[src/rtl/fib_step_sched.sv]
// Round-robin scheduler that time-shares one Fibonacci stepper (a,b) -> (b,a+b)
// among NUM_REQ requesters, each owning a stored (a,b) context.
module fib_step_sched #(
    parameter int unsigned NUM_REQ = 4,
    parameter int unsigned WIDTH   = 8,
    parameter int unsigned CNT_W   = 8
) (
    input  logic                       clk,
    input  logic                       rst,
    input  logic [NUM_REQ-1:0]         req_valid,
    output logic [NUM_REQ-1:0]         req_ready,
    input  logic [NUM_REQ*CNT_W-1:0]   req_steps,
    input  logic [NUM_REQ-1:0]         req_restart,
    output logic                       rsp_valid,
    input  logic                       rsp_ready,
    output logic [$clog2(NUM_REQ)-1:0] rsp_id,
    output logic [WIDTH-1:0]           rsp_value,
    output logic [WIDTH-1:0]           rsp_next,
    output logic                       busy
);

    localparam int unsigned IdW = $clog2(NUM_REQ);

    typedef enum logic [1:0] {StIdle, StRun, StResp} state_e;

    state_e               state_q;
    logic [WIDTH-1:0]     ctx_a_q [NUM_REQ];
    logic [WIDTH-1:0]     ctx_b_q [NUM_REQ];
    logic [IdW-1:0]       last_grant_q;
    logic [IdW-1:0]       id_q;
    logic [CNT_W-1:0]     rem_q;
    logic [WIDTH-1:0]     a_q;
    logic [WIDTH-1:0]     b_q;
    logic                 rsp_valid_q;
    logic [IdW-1:0]       rsp_id_q;
    logic [WIDTH-1:0]     rsp_value_q;
    logic [WIDTH-1:0]     rsp_next_q;

    logic                 gnt_found;
    logic [IdW-1:0]       gnt_idx;
    logic [IdW-1:0]       cand;
    logic [CNT_W-1:0]     gnt_steps;
    logic                 accept;

    // Search starts just after the last winner and wraps, so nobody starves.
    always_comb begin
        gnt_found = 1'b0;
        gnt_idx   = '0;
        cand      = '0;
        for (int unsigned k = 1; k <= NUM_REQ; k++) begin
            cand = IdW'((32'(last_grant_q) + k) % NUM_REQ);
            if (!gnt_found && req_valid[cand]) begin
                gnt_found = 1'b1;
                gnt_idx   = cand;
            end
        end
    end

    always_comb begin
        req_ready = '0;
        if (rst && (state_q == StIdle) && gnt_found) begin
            req_ready[gnt_idx] = 1'b1;
        end
    end

    assign accept    = |req_ready;
    assign gnt_steps = req_steps[32'(gnt_idx) * CNT_W +: CNT_W];

    always_ff @(posedge clk or negedge rst) begin
        if (!rst) begin
            state_q      <= StIdle;
            last_grant_q <= IdW'(NUM_REQ - 1);
            id_q         <= '0;
            rem_q        <= '0;
            a_q          <= '0;
            b_q          <= '0;
            rsp_valid_q  <= 1'b0;
            rsp_id_q     <= '0;
            rsp_value_q  <= '0;
            rsp_next_q   <= '0;
            for (int i = 0; i < int'(NUM_REQ); i++) begin
                ctx_a_q[i] <= '0;
                ctx_b_q[i] <= WIDTH'(1);
            end
        end else begin
            unique case (state_q)
                StIdle: begin
                    if (accept) begin
                        id_q         <= gnt_idx;
                        rem_q        <= gnt_steps;
                        last_grant_q <= gnt_idx;
                        if (req_restart[gnt_idx]) begin
                            a_q <= '0;
                            b_q <= WIDTH'(1);
                        end else begin
                            a_q <= ctx_a_q[gnt_idx];
                            b_q <= ctx_b_q[gnt_idx];
                        end
                        state_q <= StRun;
                    end
                end
                StRun: begin
                    if (rem_q != '0) begin
                        a_q   <= b_q;
                        b_q   <= a_q + b_q;
                        rem_q <= rem_q - 1'b1;
                    end else begin
                        ctx_a_q[id_q] <= a_q;
                        ctx_b_q[id_q] <= b_q;
                        rsp_value_q   <= a_q;
                        rsp_next_q    <= b_q;
                        rsp_id_q      <= id_q;
                        rsp_valid_q   <= 1'b1;
                        state_q       <= StResp;
                    end
                end
                StResp: begin
                    if (rsp_ready) begin
                        rsp_valid_q <= 1'b0;
                        state_q     <= StIdle;
                    end
                end
                default: state_q <= StIdle;
            endcase
        end
    end

    assign rsp_valid = rsp_valid_q;
    assign rsp_id    = rsp_id_q;
    assign rsp_value = rsp_value_q;
    assign rsp_next  = rsp_next_q;
    assign busy      = (state_q != StIdle);

endmodule
[config.mk]
export PLATFORM = sky130hd
export DESIGN_NAME = fib_step_sched
export DESIGN_NICKNAME = d
export VERILOG_FILES = /design/src/rtl/fib_step_sched.sv
export SDC_FILE = /design/constraint.sdc
export NUM_CORES = 1
export LEC_CHECK = 0
export ABC_AREA = 1
export BUFFER_PORTS_ARGS = -buffer_cell sky130_fd_sc_hd__buf_4
export CORE_ASPECT_RATIO = 0.5
export CORE_MARGIN = 10
export CORE_UTILIZATION = 31
export DETAILED_ROUTE_END_ITERATION = 10
export GPL_ROUTABILITY_DRIVEN = 1
export SKIP_CTS_REPAIR_TIMING = 1
export SYNTH_ARGS = -nofsm -noshare
export SYNTH_HDL_FRONTEND = slang
export SYNTH_SLANG_ARGS = --single-unit
[constraint.sdc]
create_clock -name clk -period 6.5 [get_ports clk]
set_input_delay 1.3 -clock clk [delete_from_list [all_inputs] [get_ports clk]]
set_output_delay 1.3 -clock clk [all_outputs]
set_load 0.05 [all_outputs]
* Word level (Yosys, flattened, before mapping)
Index checks and enable logic that the tools add are counted.
Word-level totals: flip-flop bits (word level) 113, input bits 43, output and inout bits 24, word-level logic and storage cells 113
Cells by class: add/subtract/negate cells 6, magnitude comparators 9, eq/ne operators 6, shifts and indexed selects 1, mux-type cells 49, bitwise gates (word level) 3, reduce and logical (&&, ||, !) cells 21
Operators with widths (number):
- two-way mux 8 bit | 13
- bitwise mux 32 bit | 2
- case mux 8 bit (2 select lines) | 3
- binary-select mux 8 bit (select 2 bit) | 2
- variable part select 32 x 6 -> 8 bit | 1
- demux 8 bit (select 2 bit) | 1
- less-than comparator 2 x 3 -> 1 bit, second input constant | 5
- two-way mux 2 bit | 7
- two-way mux 1 bit | 12
- binary-select mux 1 bit (select 2 bit) | 5
- AND reduction 3 bit | 3
- adder 8 bit | 1
- != test 2 bit, second input constant | 4
- nonzero test 8 bit | 1
- subtractor 8 x 1 -> 8 bit, second input constant | 1
- logical AND 1 bit | 7
- >= comparator 3 bit, second input constant | 2
- NOT 2 -> 3 bit | 2
- case mux 2 bit (3 select lines) | 1
- nonzero test 2 bit | 3
- adder 2 x 1 -> 2 bit, second input constant | 2
- adder 2 bit, second input constant | 2
- two-way mux 4 bit | 1
- AND reduction 2 bit | 2
- 10 further kinds | 12

* Logic depth before layout (Yosys ltp)
word-level depth 21, depth in mapped cells 19, mapped depth without buffers 17

* Least setup slack after synthesis
OpenSTA, ideal clock, no wires.
path kind input to output, from input port req_valid[3], to output port req_ready[3], data arrival time 2.931 ns, required time 5.200 ns, setup slack 2.269 ns, cell stages on the path 11, path buffers 2, cells stage by stage nand2_1 > nand2_1 > nand2_1 > nand2_1 > nor2_4 > nand2_2 > nor2_1 > nor2_2 > buf_4 > buf_4 > nor2_1
Between the ends: longest elaborated chain between the ends 17, elaborated cells on any way between the ends 29, classes of those cells order compare (2); mux (19); reduce/logical (8)
RTL lines:
- from (decl) | line 10 | input logic [NUM_REQ-1:0] req_valid,
- binary-select mux 1 bit (select 2 bit) | line 52 | if (!gnt_found && req_valid[cand]) begin
- two-way mux 1 bit (implied by the code) | line 52
- two-way mux 1 bit | line 52
- logical NOT 1 bit | line 52
- logical AND 1 bit | line 52
- two-way mux 1 bit | line 52
- logical NOT 1 bit | line 52
- logical AND 1 bit | line 52
- two-way mux 1 bit | line 52
- logical NOT 1 bit | line 52
- logical AND 1 bit | line 52
- two-way mux 2 bit | line 52
- less-than comparator 2 x 3 -> 1 bit (implied by the code) or >= comparator 2 x 1 -> 1 bit (tied branches) | line 62 | req_ready[gnt_idx] = 1'b1;
- logical AND 1 bit (implied by the code) | line 62
- two-way mux 1 bit (implied by the code) | line 62
- demux 1 bit (select 2 bit) | line 62
- two-way mux 4 bit * | line 61 | if (rst && (state_q == StIdle) && gnt_found) begin
- to (decl) | line 11 | output logic [NUM_REQ-1:0] req_ready,
Mark *: on every way between the ends. The rest lies on a longest branch, timed or not. The select of a mux whose other input is x is not followed.

* Worst setup path in the final report
from input port req_valid[2], to output port req_ready[1]
The elaborated chain is that of the path after synthesis.

==> summary.txt <==
Synth
  • Asr flop ratio synth: 100%
  • Synthesized flop and latch total: between 100 and 150
  • Mean Syn Cell Area: between 7 and 8 µm²
  • Synth cell types: 36
  • Count of warnings emitted by yosys: 0
  • EDFF count, synth: 0
  • Syn_nets: between 800 and 900
  • Register area share after synthesis: a little under half
  • Cell Area, Synth: just over 6000 µm²
  • Synth top area cells: dfrtp_1, nand2_1, o21ai_0, nand3_1, nor2_1
  • Post-synth top area share: 43.2%
  • Post-synth top cells: nand2_1, dfrtp_1, o21ai_0
  • Largest area contributor in the netlist: dfrtp_1
  • Cells after Synth: 813
  • Post-synth top flop: dfrtp_1
  • Cell with the most instances after synthesis: nand2_1

Die
  • Die Y: 120 µm
  • Die ar.: ~26000 µm²
  • Core Region: just under 20000 µm²
  • I/O Pins: 67
  • Std cell rows: 36
  • Die extent in x: 220 µm
  • Initial Util: between 30% and 40%

Power
  • Switching Fraction: roughly half
  • P per Cell Area: 606 nW/µm²
  • Part of the power in registers: roughly a quarter
  • Worst VDD drop: 0.000229 V
  • Internal: around 2300 µW
  • Clk pwr share: between 20% and 30%
  • Psw: ~2200 µW
  • Leak: roughly 0.0037 µW
  • Comb pwr share: about half

Placement
  • PortBufs: 66
  • Final HPWL DP: 11.2 mm
  • Post-DP Area: between 6000 and 7000 µm²
  • Global placement routability congestion: between 0.8 and 0.9
  • Placed Cells: 1112

STA
  • Fmax: between 0.2 and 0.25 GHz
  • Final setup TNS: 0 ns
  • Fin crit share: around three quarters
  • Hold Fails Final Rpt: 0
  • RSZ-0062 raised after global routing: no
  • Setup-failing EPs final: 0
  • Final Slew Violations: 0
  • Tmin final: ~4.8 ns
  • Clk_skew: ~0.017 ns
  • Hold WS: 0.483 ns
  • Least-Margin Pin Slew: between 0.7 and 0.8 ns
  • Max-slew headroom at the worst pin: 48.0%

Global route
  • First-pass GRT wire length: approximately 28 mm
  • Largest net degree at the start of global routing: 60
  • Vias in the first global route: approximately 5400
  • Total track usage: 12.9%
  • Initial antenna violation count: 0
  • GRT overflow: 0

Clocking
  • Total CTS buffers: 17
  • Clk buf depth: 2
  • CTS tree: done
  • Clock Root Buffer: clkbuf_16
  • Clock latency on the worst-skew pair: 0.42 ns
  • # H-tree levels: 4
  • Clock sink total: roughly 110
  • Clock slew at reported path FFs: 0.06 ns

Route
  • Initial DRT Pass Iterations: 5
  • DR DRC count: 0
  • Post-DRT Antenna Nets: 0
  • Via density: 4.77
  • DR iter-0 viols: about 520
  • Avg WL per Cell: roughly 15 µm
  • Vias: between 5000 and 6000
  • Routed wire length: about 17 mm

Worst setup path
  • CP required: between 5 and 6 ns
  • Crit end category: primary output
  • Reg-to-reg startpoint: last_grant_q[0]
  • Reg2reg end: b_q[4]
  • Largest fanout on the critical path: 40
  • CP startpoint kind: primary input
  • Critical Path AT: between 3 and 4 ns
  • Worst setup slack for register-to-register paths: between 3 and 4 ns
  • CP Capture Point: req_ready[1]
  • Setup Crit Path Kind: primary input to primary output
  • Depth of the most critical reg-to-reg path: 14
  • Worst Setup SP: req_valid[2]

Cells and area
  • Ant diodes: 0
  • Final Util: 38.2%
  • Layout Cells excl Fill: between 1000 and 1500
  • Nets: approximately 920
  • Layout fillers: around 2000
  • Finished Cell Area: ~7500 µm²
  • Layout area overhead: 20.6%
  • Layout cells sized above 1: between 10% and 20%

Hold path
  • Hold path startpoint: rsp_valid
  • Hold Path Class: flop to flop
  • Worst hold stages: 2

Run status
  • Status: finished clean

Run
  • Max_cap viols: 0
==> power groups by stage <==
stage	combinational (µW)	sequential (µW)	clock, µW
floorplan	1770	1300	0
global placement	2300	1200	0
detailed placement	2330	1200	0
CTS	2360	1190	997
global route	2630	1230	1040
finish	2340	1200	984
==> cell type report <==
cell class | count | area (µm²) | share of cell area [%]
inverter | 55 | 211 | 2.83
clock buffer | 17 | 425 | 5.70
sequential | 113 | 2840 | 38.0
timing repair buffer | 74 | 556 | 7.44
multi-input combinational | 604 | 2900 | 38.9
tap | 266 | 333 | 4.46
clock inverter | 15 | 200 | 2.68
==> metal layers <==
layer	vias to the layer above	share of wire, %	global-route usage, %
met2	115	46	20.3
met5	-	0	0
met3	9	4.9	2.96
met4	0	0.79	3.49
met1	2611	48	17.5
li1	2718	-	-
==> kinds of logic (layout without fill, tap and decap cells) <==
group | count (synthesis) | after routing | synth area share (%)
adder cells (fa/ha/maj) | 9 | 9 | 1.94
XOR/XNOR | 5 | 5 | 0.707
AND/OR/NAND/NOR | 443 | 443 | 31.3
AO/OA/AOI/OAI | 147 | 147 | 12.9
flip-flops | 113 | 113 | 45.8
buffers and inverters | 96 | 161 | 7.32
==> sequential cells by signal, indices dropped and copies added, names as in the netlist <==
register	cells
ctx_a_q	32
ctx_b_q	32
a_q	8
b_q	8
rem_q	8
rsp_next	8
rsp_value	8
id_q	2
last_grant_q	2
rsp_id	2
state_q	2
rsp_valid	1
==> metrics by stage <==
stage          setup WS [ns]  total power (µW)
2_1_floorplan           2.27              3070
3_3_place_gp            1.72              3500
3_5_place_dp            1.72              3540
4_1_cts                 1.70              4550
5_1_grt                 1.49              4900
6_report                1.65              4520
==> placed cells by master (no fill, tap or decap) <==
cell,instances
a21boi_1,1
dfstp_2,6
a21oi_1,32
clkinvlp_4,2
clkinv_1,1
nor3_1,1
nand3b_1,1
xnor2_1,1
ha_1,8
nand2_1,296
a31oi_1,3
o21ai_2,2
clkinv_4,4
bufinv_16,3
inv_1,46
nand2_4,5
a21oi_2,13
o21ai_0,91
nor2_2,2
inv_2,7
xor2_1,4
inv_8,3
nand3b_2,1
nand3_1,56
nor2_1,49
nand2_2,11
or2_2,2
o211ai_1,1
nor2_4,5
buf_4,74
clkbuf_16,17
inv_6,4
fa_1,1
nand3_2,12
o21ai_1,4
nand4_1,2
dfrtp_1,107
==> worst max-delay path, cell delays in order <==
cell	delay, ns
buf_4	0.09
nand2_1	0.04
nand2_1	0.13
nand2_1	0.07
nand2_1	0.11
a21oi_2	0.07
nand2_2	0.53
nand2_4	0.47
inv_2	0.21
nand2_1	0.12
nor2_1	0.17
buf_4	0.23
==> how the worst min path moves through the flow <==
| stage | end | slack (ns) |
|---|---|---|
| 2_1_floorplan | rem_q[2] | 0.45 |
| 3_3_place_gp | rem_q[2] | 0.46 |
| 3_5_place_dp | rem_q[2] | 0.47 |
| 4_1_cts | rem_q[1] | 0.48 |
| 5_1_grt | rsp_value[5] | 0.50 |
| 6_report | rsp_valid | 0.48 |
Power figures use the tool's default switching activity.
